$ cat src/rtl/clk_div_sched_pkg.sv
// Shared types and default widths for the clk_div_sched divider controller.
package clk_div_sched_pkg;

    typedef enum logic [1:0] {
        ST_IDLE = 2'd0,
        ST_RUN  = 2'd1,
        ST_PEND = 2'd2
    } state_t;

    localparam int CNT_W_DEF  = 8;
    localparam int EDGE_W_DEF = 16;

endpackage

$ cat src/rtl/clk_div_sched_cnt.sv
// Half-period counter producing the divided clock level, its rising-edge strobe
// and the falling-boundary indication used to schedule reconfiguration.
module clk_div_sched_cnt
    import clk_div_sched_pkg::*;
#(
    parameter int CNT_W = CNT_W_DEF
) (
    input  logic             clk_in,
    input  logic             RST,
    input  logic             run,
    input  logic [CNT_W-1:0] half,
    output logic             clk_out,
    output logic             tick,
    output logic             fall_bnd
);

    logic [CNT_W-1:0] cnt_q, cnt_d;
    logic             clk_out_q, clk_out_d;
    logic             tick_q, tick_d;
    logic             at_top;

    always_comb begin
        at_top    = (cnt_q == half);
        cnt_d     = cnt_q;
        clk_out_d = clk_out_q;
        if (!run) begin
            cnt_d     = '0;
            clk_out_d = 1'b0;
        end else if (at_top) begin
            cnt_d     = '0;
            clk_out_d = ~clk_out_q;
        end else begin
            cnt_d = cnt_q + 1'b1;
        end
        tick_d   = clk_out_d & ~clk_out_q;
        fall_bnd = run & at_top & clk_out_q;
    end

    always_ff @(posedge clk_in) begin
        if (RST) begin
            cnt_q     <= '0;
            clk_out_q <= 1'b0;
            tick_q    <= 1'b0;
        end else begin
            cnt_q     <= cnt_d;
            clk_out_q <= clk_out_d;
            tick_q    <= tick_d;
        end
    end

    assign clk_out = clk_out_q;
    assign tick    = tick_q;

endmodule

$ cat src/rtl/clk_div_sched.sv
// Runtime-programmable clock divider; new settings land only on a falling boundary.
// Define CLK_DIV_SCHED_EDGE_CNT_EN to add the edge_cnt rising-edge counter port.
module clk_div_sched
    import clk_div_sched_pkg::*;
#(
    parameter int CNT_W  = CNT_W_DEF,
    parameter int EDGE_W = EDGE_W_DEF
) (
    input  logic              clk_in,
    input  logic              RST,
    input  logic              cfg_valid,
    output logic              cfg_ready,
    input  logic              cfg_en,
    input  logic [CNT_W-1:0]  cfg_half,
    output logic              clk_out,
    output logic              tick,
    output logic              busy
`ifdef CLK_DIV_SCHED_EDGE_CNT_EN
    ,
    output logic [EDGE_W-1:0] edge_cnt
`endif
);

    state_t           state_q, state_d;
    logic [CNT_W-1:0] half_q, half_d;
    logic [CNT_W-1:0] pend_half_q, pend_half_d;
    logic             pend_en_q, pend_en_d;
    logic             cfg_ready_q, cfg_ready_d;
    logic             accept;
    logic             run;
    logic             fall_bnd;

    always_comb begin
        state_d     = state_q;
        half_d      = half_q;
        pend_half_d = pend_half_q;
        pend_en_d   = pend_en_q;
        accept      = cfg_valid & cfg_ready_q;
        case (state_q)
            ST_IDLE: begin
                // A stop request while already stopped is simply absorbed.
                if (accept && cfg_en) begin
                    half_d  = cfg_half;
                    state_d = ST_RUN;
                end
            end
            ST_RUN: begin
                if (accept) begin
                    pend_half_d = cfg_half;
                    pend_en_d   = cfg_en;
                    state_d     = ST_PEND;
                end
            end
            ST_PEND: begin
                if (fall_bnd) begin
                    if (pend_en_q) begin
                        half_d  = pend_half_q;
                        state_d = ST_RUN;
                    end else begin
                        state_d = ST_IDLE;
                    end
                end
            end
            default: state_d = ST_IDLE;
        endcase
        cfg_ready_d = (state_d != ST_PEND);
    end

    always_ff @(posedge clk_in) begin
        if (RST) begin
            state_q     <= ST_IDLE;
            half_q      <= '0;
            pend_half_q <= '0;
            pend_en_q   <= 1'b0;
            cfg_ready_q <= 1'b1;
        end else begin
            state_q     <= state_d;
            half_q      <= half_d;
            pend_half_q <= pend_half_d;
            pend_en_q   <= pend_en_d;
            cfg_ready_q <= cfg_ready_d;
        end
    end

    assign run       = (state_q != ST_IDLE);
    assign busy      = (state_q != ST_IDLE);
    assign cfg_ready = cfg_ready_q;

    clk_div_sched_cnt #(
        .CNT_W (CNT_W)
    ) u_cnt (
        .clk_in   (clk_in),
        .RST      (RST),
        .run      (run),
        .half     (half_q),
        .clk_out  (clk_out),
        .tick     (tick),
        .fall_bnd (fall_bnd)
    );

`ifdef CLK_DIV_SCHED_EDGE_CNT_EN
    logic [EDGE_W-1:0] edge_cnt_q, edge_cnt_d;

    // Free-running modulo count; only RST clears it, stopping does not.
    always_comb begin
        edge_cnt_d = edge_cnt_q + {{(EDGE_W-1){1'b0}}, tick};
    end

    always_ff @(posedge clk_in) begin
        if (RST) begin
            edge_cnt_q <= '0;
        end else begin
            edge_cnt_q <= edge_cnt_d;
        end
    end

    assign edge_cnt = edge_cnt_q;
`else
    // EDGE_W stays in the parameter list so instantiations need not change with the build.
    if (EDGE_W < 1) begin : g_edge_w_unused
    end
`endif

endmodule

$ cat config.mk
export PLATFORM = sky130hd
export DESIGN_NAME = clk_div_sched
export DESIGN_NICKNAME = d
export VERILOG_FILES = /design/src/rtl/clk_div_sched_pkg.sv /design/src/rtl/clk_div_sched_cnt.sv /design/src/rtl/clk_div_sched.sv
export SDC_FILE = /design/constraint.sdc
export NUM_CORES = 1
export LEC_CHECK = 0
export ABC_AREA = 0
export CAP_MARGIN = 25
export CORE_MARGIN = 2
export CORE_UTILIZATION = 51
export DETAILED_ROUTE_END_ITERATION = 7
export PLACE_DENSITY = 0.75
export SETUP_SLACK_MARGIN = 0.4
export SYNTH_ARGS = -nofsm -noshare
export SYNTH_HDL_FRONTEND = slang
export SYNTH_SLANG_ARGS = --single-unit
$ cat constraint.sdc
create_clock -name clk_in -period 1.2 [get_ports clk_in]
set_input_delay 0.18 -clock clk_in [delete_from_list [all_inputs] [get_ports clk_in]]
set_output_delay 0.18 -clock clk_in [all_outputs]
set_load 0.1 [all_outputs]
# Word level (Yosys, flattened, before mapping)
# Index checks and enable logic that the tools add are counted.
# classes
addsub	1
eq_ne	7
n_mux	11
bitwise_logic	6
n_reduce_logical	7
# op_table
operator	n
two-way mux 8 bit	3
one-hot mux 8 bit (2 select lines)	1
adder 8 x 1 -> 8 bit, second input constant	1
== test 8 bit	1
inequality test 2 bit, second input constant	4
two-way mux 2 bit	3
one-hot mux 2 bit (3 select lines)	1
AND 1 bit	4
AND reduction 4 bit	1
nonzero test 2 bit	2
two-way mux 1 bit	3
OR reduction 3 bit	1
== test 2 x 1 -> 1 bit, second input constant	1
== test 2 bit, second input constant	1
zero test 2 bit	1
inverter 1 bit	2
AND reduction 2 bit	1
logical AND 1 bit	1
# totals
ff_bits	30
input_bits	12
output_inout_bits	4
word_cells	40

# Longest topological paths before layout
# Gate-level depths: netlist of the first run.
# depth
depth_word	6
ltp_mapped	6
ltp_nobuf	5

# By module
# From an unflattened synthesis of the first run, not the netlist that was laid out.
# hier_totals
cells_unflattened	149
area_unflattened_um2	1408.9
# by_module_without_submodules
module	n_inst	cells_each	area_each_um2	seq_area_each_um2
clk_div_sched	1	99	900.9	400.4
clk_div_sched_cnt	1	50	508.0	200.2

# Worst setup path after synthesis of the first run
# No wires, ideal clock.
# synth_timing
path_kind	register to register
startpoint	reg cfg_ready_q, in the netlist cfg_ready
endpoint	reg half_q[6]
setup_ns	0.118
arrival_time_ns	2.011
required_ns	1.082
slack_ns	-0.928
path_stages_with_launch	6
n_path_buf	1
period_less_slack_ns	2.128
path_cell_list	dfxtp_1 -> nand3_2 -> nor3_2 -> buf_4 -> o32a_1 -> nand3_2
# synth_via
elab_chain_cells	4
# synth_lines
element	line	rtl
start: declaration	clk_div_sched.sv:28	logic cfg_ready_q, cfg_ready_d;
start signal: assignment	clk_div_sched.sv:81	cfg_ready_q <= cfg_ready_d;
AND 1 bit	clk_div_sched.sv:38	accept = cfg_valid & cfg_ready_q;
logical AND 1 bit	clk_div_sched.sv:42	if (accept && cfg_en) begin
inequality test 2 bit (no line)	-	
AND reduction 4 bit (no line)	-	
end signal: assignment	clk_div_sched.sv:78	half_q <= half_d;
end: declaration	clk_div_sched.sv:25	logic [CNT_W-1:0] half_q, half_d;
# No other way between the ends.
# A chain may end at the register's enable or synchronous reset.

# Final worst setup path of the first run
# layout_timing
startpoint	reg half_q[1]
endpoint	reg u_cnt.cnt_q[1]
# layout_via
elab_chain_cells	2
# layout_lines
element	line	rtl
== test 8 bit	clk_div_sched_cnt.sv:23	at_top = (cnt_q == half);
OR reduction 3 bit (no line)	-	
end signal: assignment	clk_div_sched_cnt.sv:45	cnt_q <= cnt_d;
end: declaration	clk_div_sched_cnt.sv:17	logic [CNT_W-1:0] cnt_q, cnt_d;
# No other way between the ends.

==> impl_metrics.ini, run 1 <==
[status]
outcome = complete, but fails checks
violations = setup timing

[cts]
cts-root-buf = clkbuf_4
clk_pin_slew_ns = 0.09
htreeDepth = 2
clockBufferDepth = 2
numCtsBuffers = 5
insertion_delay_ns = 0.34
clkSinkCount = 30
cts_tree = yes

[grt]
grt-ovfl-total = 0
grt.met2_usage = 0.488
use_met1 = 0.317
grtUsageMet3 = 0.0490
grt_use_total = 0.273
grt_start_max_net_pins = 23
antenna_found_initial = 0
grt_first_pass_wirelength_mm = 7.41
grt.busiest_layer = met2
first_global_vias = 1627

[setup_path]
worst_setup_path_start_kind = flip-flop
rr_worst_depth = 6
timing.rr.start = half_q[1]$_SDFFE_PP0P_
critPathKind = reg -> reg
rrSetupSlack_ns = -0.24
critPathCapture = u_cnt.cnt_q[1]$_SDFF_PP0_
cp_max_fo = 8
worstSetupStartpoint = half_q[1]$_SDFFE_PP0P_
worst_setup_path_end_kind = flip-flop
crit_required_ns = 1.42
cp.arrival_ns = 1.66
rr_endpoint = u_cnt.cnt_q[1]$_SDFF_PP0_

[timing]
setup_viol = 32
min_period_ns = 1.44
rsz0062_at_grt = yes
post-route-period-util = 1.20
slew-limit-headroom = 0.720
setup_tns_ns = -4.66
fmax_ghz = 0.696
clock_skew_ns = 0.00540
slew_viol_final = 0
setup_slack_ns = -0.236
tightest_slew_ns = 0.420
finalHoldViolCount = 0

[die]
num_io_pins = 16
core-area_um2 = 3080
fp-row-count = 20
die-area_um2 = 3710
die_h_um = 61.0
start_util = 0.537
die_x_um = 61.0

[power]
p_switching_mw = 1.14
p_leak_nw = 0.869
seqPwrFrac = 0.372
power_mw = 3.08
swShare = 0.371
clock_power_share = 0.182
power.density_nw_per_um2 = 1210
internal_power_mw = 1.94
pwr-share-comb = 0.446
ir_drop_uv = 789

[placed_design]
port-buffer-count = 15
placed_area_um2 = 2160
gp_congestion = 0.773
dp_hpwl_mm = 2.82

[synthesis]
syn_area_um2 = 1650
synth_top_family_by_area = simple AND/OR/NAND/NOR gates
avgSynthCellArea_um2 = 8.94
syn_nets = 198
ys_ff_latch = 30
synthTopCellsByArea = dfxtp_1 (36%), xnor2_1 (6.4%), nand3_1 (5.4%)
synthCells = 185
ys_types = 40
yosysTopAreaCell = dfxtp_1
ys_seq_area_frac = 0.363
yosysWarnings = 0
synthMuxAreaShare = 0
yosysTopAreaCellShare = 0.363
yosys.area_share.simple = 0.349
synth_compound_area_frac = 0.145
synthXorXnorAreaFrac = 0.0741
synthAdderAreaFrac = 0.00756

[route]
drt_iter0_drc = 133
via_per_inst = 6.39
vias = 1790
wl_mm = 5.35
drc = 0
drtAntennaViolNets = 0
wire_per_inst_um = 19.1
drt_pass1_iterations = 4

[worst_hold_path]
hold_class = in -> reg

[layout]
drive_gt1_frac = 0.521
area_growth_pct = 54.3
finalInstanceArea_um2 = 2550
utilization = 0.829
antennaDiodeCount = 0
nFillCells = 171
final_cell_mix = buf_4 (31), nand3_1 (17), nand2_1 (15)
layout_commonest_cell = buf_4
fin_nets = 249

[job]
cap_violations = 0
-- cell families after synthesis --
kind of cell | after synthesis
simple gates | 94
fa+ha+maj | 1
xor+xnor | 14
buf+inv | 15
compound gates | 31
flops | 30
-- cell usage after synthesis --
cell type	number
dfxtp_1	30
nand2_1	22
nand3_1	18
a21oi_1	12
xnor2_1	12
nand2b_1	9
nor3_1	8
nor4b_1	8
o32a_1	8
or4b_1	8
a211o_2	5
buf_2	5
clkbuf_1	4
a211o_1	3
buf_6	3
nand3_2	2
nand4_1	2
nor2_1	2
nor2_2	2
xor2_1	2
a311o_1	1
a311oi_1	1
and2_1	1
and3_1	1
and4_1	1
and4_4	1
and4b_1	1
buf_4	1
buf_8	1
ha_1	1
inv_1	1
nand4b_1	1
nor3_2	1
nor3b_1	1
nor3b_2	1
nor4_1	1
o21ai_0	1
or2_1	1
or2_2	1
or3_1	1
-- worst min path at each step --
stage               slack, ns                     endpoint                        start  cells after the start
finish                   0.39       pend_en_q$_SDFFE_PP0P_                       cfg_en                      3
global route             0.37       pend_en_q$_SDFFE_PP0P_                       cfg_en                      3
global placement         0.44  pend_half_q[3]$_SDFFE_PP0P_  pend_half_q[3]$_SDFFE_PP0P_                      2
CTS                      0.35       pend_en_q$_SDFFE_PP0P_                       cfg_en                      3
floorplan                0.32  pend_half_q[0]$_SDFFE_PP0P_                  cfg_half[0]                      2
detailed placement       0.44  pend_half_q[5]$_SDFFE_PP0P_  pend_half_q[5]$_SDFFE_PP0P_                      2
-- sequential cells by signal (all words and copies together), names as in the netlist --
name,cells
pend_en_q,1
u_cnt.cnt_q,8
state_q,2
cfg_ready,1
u_cnt.clk_out,1
half_q,8
pend_half_q,8
u_cnt.tick,1
-- metal layers --
layer	up-vias	part of all wire	wire (µm)
met5	-	0	0
met4	0	0.038	201
met3	25	0.067	358
met2	103	0.50	2680
met1	865	0.40	2120
li1	797	-	-
-- power by group through the flow --
stage | Clock [mW] | Combinational (mW) | Sequential, mW
floorplan | 0 | 0.704 | 1.17
global placement | 0 | 0.961 | 1.15
detailed placement | 0 | 0.995 | 1.15
CTS | 0.577 | 1.20 | 1.13
global route | 0.601 | 1.42 | 1.15
finish | 0.560 | 1.37 | 1.15
-- critical path: stages, from the launching register on --
cell and delay, ns:
dfxtp_2 0.35, xnor2_2 0.21, nand4_1 0.20, buf_4 0.20
nor2_4 0.15, buf_12 0.16, nor3b_2 0.05
-- metrics by stage --
step	hold WS [ns]	setup slack, ns	cells
after detailed placement	0.443	-0.503	255
after CTS	0.345	-0.207	275
after floorplan	0.316	-0.267	185
final	0.388	-0.236	280
after global routing	0.370	-0.304	280
after global placement	0.438	-0.457	255
-- area by class of cell --
type                       count  area [µm²]  share of cell area
clock buffer                   7        45.0              0.0176
inverter                       1        7.51             0.00294
multi-input combinational    144        1260               0.495
sequential                    30         637               0.250
tap                           44        55.1              0.0216
timing repair buffer          54         546               0.214
-- what timing repair did --
action | CTS | global route
gates cloned | 4 | 1
endpoints found under the setup margin | 34 | 34
hold buffers | 0 | 0
resized for setup | 36 | 16
setup buffers | 9 | 4
pin swaps | 39 | 10
No activity file was read; power rests on OpenSTA's default activity.
==> inputs of run 2 (changes only) <==
- CORE_UTILIZATION: 51 -> 53
- CTS_BUF_LIST: unset -> sky130_fd_sc_hd__clkbuf_8
- PLACE_DENSITY: 0.75 -> unset
- PLACE_DENSITY_LB_ADDON: unset -> 0.08
==> run 2 against run 1 <==
Net effect: flip-flop and latch count stayed put; the flow still finishes with violations (setup timing); count of clock-buffer cells in the layout is 1 lower; global-route usage shrank 0.80 points; largest power group unchanged; final cell count is 3.9% lower; maximum frequency down 1.9%; critical path depth down 2; utilization rose by 2.9 points; clock skew up 0.00090 ns.
==> impl_metrics.ini, run 2 (synthesized netlist as in run 1, its figures left out) <==
[timing]
slew_viol_final = 0
setup_viol = 30
setup_slack_ns = -0.265
rsz0062_at_grt = yes
slew-limit-headroom = 0.643
min_period_ns = 1.46
finalHoldViolCount = 0
tightest_slew_ns = 0.535
fmax_ghz = 0.683
post-route-period-util = 1.22
clock_skew_ns = 0.00630

[layout]
drive_gt1_frac = 0.513
fin_nets = 248
final_cell_mix = buf_4 (26), nand2_1 (17), nand3_1 (16)
reg_top3 = half_q x8, pend_half_q x8, u_cnt.cnt_q x8
antennaDiodeCount = 0
layout_commonest_cell = buf_4
finalInstanceArea_um2 = 2580
area_growth_pct = 55.9
utilization = 0.859

[cts]
clockBufferDepth = 2
htreeDepth = 2
insertion_delay_ns = 0.28
cts_tree = yes
cts-root-buf = clkbuf_8
clk_pin_slew_ns = 0.07
clkSinkCount = 30
hold_buffers = 0
numCtsBuffers = 5

[setup_path]
rrSetupSlack_ns = -0.26
rr_endpoint = half_q[2]$_SDFFE_PP0P_
worst_setup_path_start_kind = flip-flop
timing.rr.start = state_q[1]$_SDFF_PP0_
cp_max_fo = 13
cp.arrival_ns = 1.68
rr_worst_depth = 4
worst_setup_path_end_kind = flip-flop
critPathKind = reg -> reg
crit_required_ns = 1.42
worstSetupStartpoint = state_q[1]$_SDFF_PP0_

[route]
wl_mm = 4.69
drtAntennaViolNets = 0
via_per_inst = 6.19
drc = 0
drt_pass1_iterations = 4
vias = 1665
drt_iter0_drc = 99
wire_per_inst_um = 17.4

[placed_design]
dp_hpwl_mm = 2.87
gp_congestion = 0.812
placed_area_um2 = 2170
port-buffer-count = 15

[worst_hold_path]
hold_class = reg -> reg
holdPathEnd = pend_half_q[7]$_SDFFE_PP0P_
min_path_cells = 2
hp-start = pend_half_q[7]$_SDFFE_PP0P_

[grt]
grt_first_pass_wirelength_mm = 6.98
grt-ovfl-total = 0
grt_use_total = 0.265
first_global_vias = 1529
grt_start_max_net_pins = 26
antenna_found_initial = 0

[power]
power.density_nw_per_um2 = 1240
ir_drop_uv = 894
p_leak_nw = 0.890

[die]
fp-row-count = 20
num_io_pins = 16
start_util = 0.551
die_h_um = 59.9
die_x_um = 59.9
die-area_um2 = 3580
core-area_um2 = 3000

[status]
outcome = complete, but fails checks
violations = setup timing

[job]
cap_violations = 0
## run 2: cell count changes in the layout (fill, tap and decap cells not counted), moves of 3 or more
cell,before,now
buf_6,4,10
clkbuf_8,0,6
buf_4,31,26
clkbuf_4,5,0
a21oi_1,5,8
a21oi_2,7,4
dfxtp_1,13,10
nor3_1,1,4
nor4b_1,6,3
nor4b_2,2,5
## run 2: metal layers
metal,GRT usage,up-vias,share of wire
met5,0,-,0
met4,0.0889,0,0.027
met3,0.0628,13,0.037
met2,0.461,46,0.53
met1,0.317,815,0.40
li1,-,791,-
## run 2: timing repair
item	CTS	global route
pin swaps	21	15
gates resized for setup	27	28
endpoints found under the hold margin	0	0
setup buffers	7	2
setup endpoints to repair	34	34
gates cloned	2	1
## run 2: critical path, cell delays in order (launching register included)
cell      delay (ns)
dfxtp_4         0.45
nand2b_2        0.23
nor4b_1         0.45
nand3_1         0.17
nand3_1         0.10
## run 2: worst max path at each step
stage	endpoint	slack, ns	cells after the start
after global placement	half_q[6]$_SDFFE_PP0P_	-0.46	5
final	half_q[2]$_SDFFE_PP0P_	-0.26	4
after detailed placement	half_q[3]$_SDFFE_PP0P_	-0.48	5
after floorplan	half_q[6]$_SDFFE_PP0P_	-0.27	4
after global routing	half_q[2]$_SDFFE_PP0P_	-0.35	4
after CTS	u_cnt.clk_out$_SDFF_PP0_	-0.18	4
## run 2: final cells by class
class / count / area [µm²]
well taps: 33 / 41.3
flip-flops and latches: 30 / 643
fillers: 160 / 424
clock buffers: 6 / 82.6
repair buffers: 55 / 571
inverters: 1 / 7.51
clock inverters: 2 / 7.51
multi-input cells: 142 / 1230
## run 2: per-stage QoR
stage / std cells / hold WS, ns / total power, mW / setup WS, ns / setup TNS (ns)
floorplan: 185 / 0.316 / 1.88 / -0.267 / -2.92
global placement: 249 / 0.438 / 2.10 / -0.457 / -9.59
detailed placement: 249 / 0.437 / 2.13 / -0.483 / -10.73
CTS: 266 / 0.448 / 3.05 / -0.180 / -2.22
global route: 269 / 0.468 / 3.35 / -0.353 / -5.22
finish: 269 / 0.454 / 3.20 / -0.265 / -3.50
## run 2: power breakdown
group / leakage (nW) / total (mW) / switching [mW] / internal [mW]
clock: 0.0463 / 0.817 / 0.367 / 0.450
sequential: 0.254 / 1.15 / 0.0811 / 1.07
combinational: 0.590 / 1.23 / 0.615 / 0.616
==> inputs of run 3 (changes only) <==
- CORE_ASPECT_RATIO: unset -> 1.25
==> run 3 against run 2 <==
Net effect: the run still ends with setup timing left; combinational power is 8% higher; worst setup slack worse by 0.0081 ns; critical path type unchanged; register-to-register slack hardly changed; highest routed layer unchanged; count of clock-buffer cells in the layout stayed put.
==> impl_metrics.ini, run 3 (synthesized netlist as in run 1, its figures left out) <==
[power]
power_mw = 3.30
ir_drop_uv = 1060
power.density_nw_per_um2 = 1200
p_leak_nw = 0.969

[timing]
post-route-period-util = 1.23
slew_viol_final = 0
setup_slack_ns = -0.273
slew-limit-headroom = 0.624
finalHoldViolCount = 0
tightest_slew_ns = 0.564
setup_viol = 32
rsz0062_at_grt = yes
fmax_ghz = 0.679
setup_tns_ns = -4.44
min_period_ns = 1.47
clock_skew_ns = 0.00944
hold_slack_ns = 0.389

[cts]
clk_pin_slew_ns = 0.06
clkSinkCount = 30
numCtsBuffers = 5
clockBufferDepth = 2
insertion_delay_ns = 0.30
hold_buffers = 0
cts-root-buf = clkbuf_8
cts_tree = yes
htreeDepth = 2

[layout]
utilization = 0.934
finalInstanceArea_um2 = 2750
fin_nets = 253
layoutNonFillerInstCount = 276
layout_commonest_cell = buf_4
final_cell_mix = buf_4 (25), nand3_1 (16), buf_6 (16)
reg_top3 = half_q x8, pend_half_q x8, u_cnt.cnt_q x8
drive_gt1_frac = 0.617
area_growth_pct = 66.3
antennaDiodeCount = 0

[die]
core-area_um2 = 2950
fp-row-count = 22
die_h_um = 66.5
start_util = 0.562
num_io_pins = 16
die_x_um = 54.0
die-area_um2 = 3590

[route]
drc = 0
vias = 1802
wl_met3_um = 315
routed.top_layer = met4
wl_mm = 6.06
wl_met2_mm = 3.30
drtAntennaViolNets = 0
drt_pass1_iterations = 5
via_per_inst = 6.53
drt_iter0_drc = 119
wire_per_inst_um = 22.0
wl_met1_mm = 2.25

[setup_path]
cp_max_fo = 9
crit_required_ns = 1.43
cp.arrival_ns = 1.70
worst_setup_path_start_kind = flip-flop
path_cells = buf_6, nand2b_1, buf_6, nor4b_1, nand3_1, nand3_1
max_stage_delay_ns = 0.40
worst_setup_path_end_kind = flip-flop
cp_slowest_cell = nor4b_1
critPathKind = reg -> reg

[placed_design]
dp_cells = 256
gp_congestion = 0.778
dp_hpwl_mm = 2.94
placed_area_um2 = 2220
port-buffer-count = 15
dp_slack_ns = -0.494

[status]
outcome = complete, but fails checks
violations = setup timing

[job]
cap_violations = 0

[grt]
antenna_found_initial = 0
grt-ovfl-total = 0
grt_first_pass_wirelength_mm = 7.65
grt_use_total = 0.299
first_global_vias = 1680
grt_start_max_net_pins = 28

[worst_hold_path]
hold_class = in -> reg
run 3: cell count changes in the layout (fill, tap and decap cells not counted), sizes merged:
cell,change
buf,+7
clkinv,-2
inv,+1
nand3,-1
nor2,-1
run 3: final timing paths:
| path | from | depth (start not counted) | endpoint | slack [ns] |
|---|---|---|---|---|
| hold / removal | cfg_en | 3 | pend_en_q$_SDFFE_PP0P_ | 0.39 |
| hold reg to reg | pend_half_q[3]$_SDFFE_PP0P_ | 2 | pend_half_q[3]$_SDFFE_PP0P_ | 0.48 |
| setup / recovery | state_q[1]$_SDFF_PP0_ | 6 | half_q[4]$_SDFFE_PP0P_ | -0.27 |
| setup reg to reg | state_q[1]$_SDFF_PP0_ | 6 | half_q[4]$_SDFFE_PP0P_ | -0.27 |
run 3: area by class of cell:
class | instances | area [µm²]
fillers | 94 | 194
well taps | 36 | 45.0
multi-input cells | 140 | 1300
clock inverters | 1 | 3.75
flip-flops and latches | 30 | 643
repair buffers | 62 | 666
clock buffers | 6 | 82.6
inverters | 1 | 7.51
run 3: metal layers:
layer  GRT usage  up-vias
li1            -      799
met1       0.327      896
met2       0.541       84
met3      0.0717       23
met4      0.0994        0
met5           0        -
run 3: critical path: cells and delay by family (launching register included):
kind	cells	cell delay, ns
flip-flops	1	0.37
buffers and inverters	2	0.27
AND/OR/NAND/NOR	4	0.77
run 3: where the power goes:
part           leakage (nW)  switching, mW  total [mW]  internal, mW
combinational         0.667          0.697        1.33         0.632
sequential            0.254         0.0771        1.14          1.06
clock                0.0485          0.388       0.833         0.446
run 3: what timing repair did:
item	in CTS	in global routing
cloned	1	1
pin swaps	14	28
buffers inserted	9	2
gates resized for setup	39	54
setup endpoints to repair	34	34
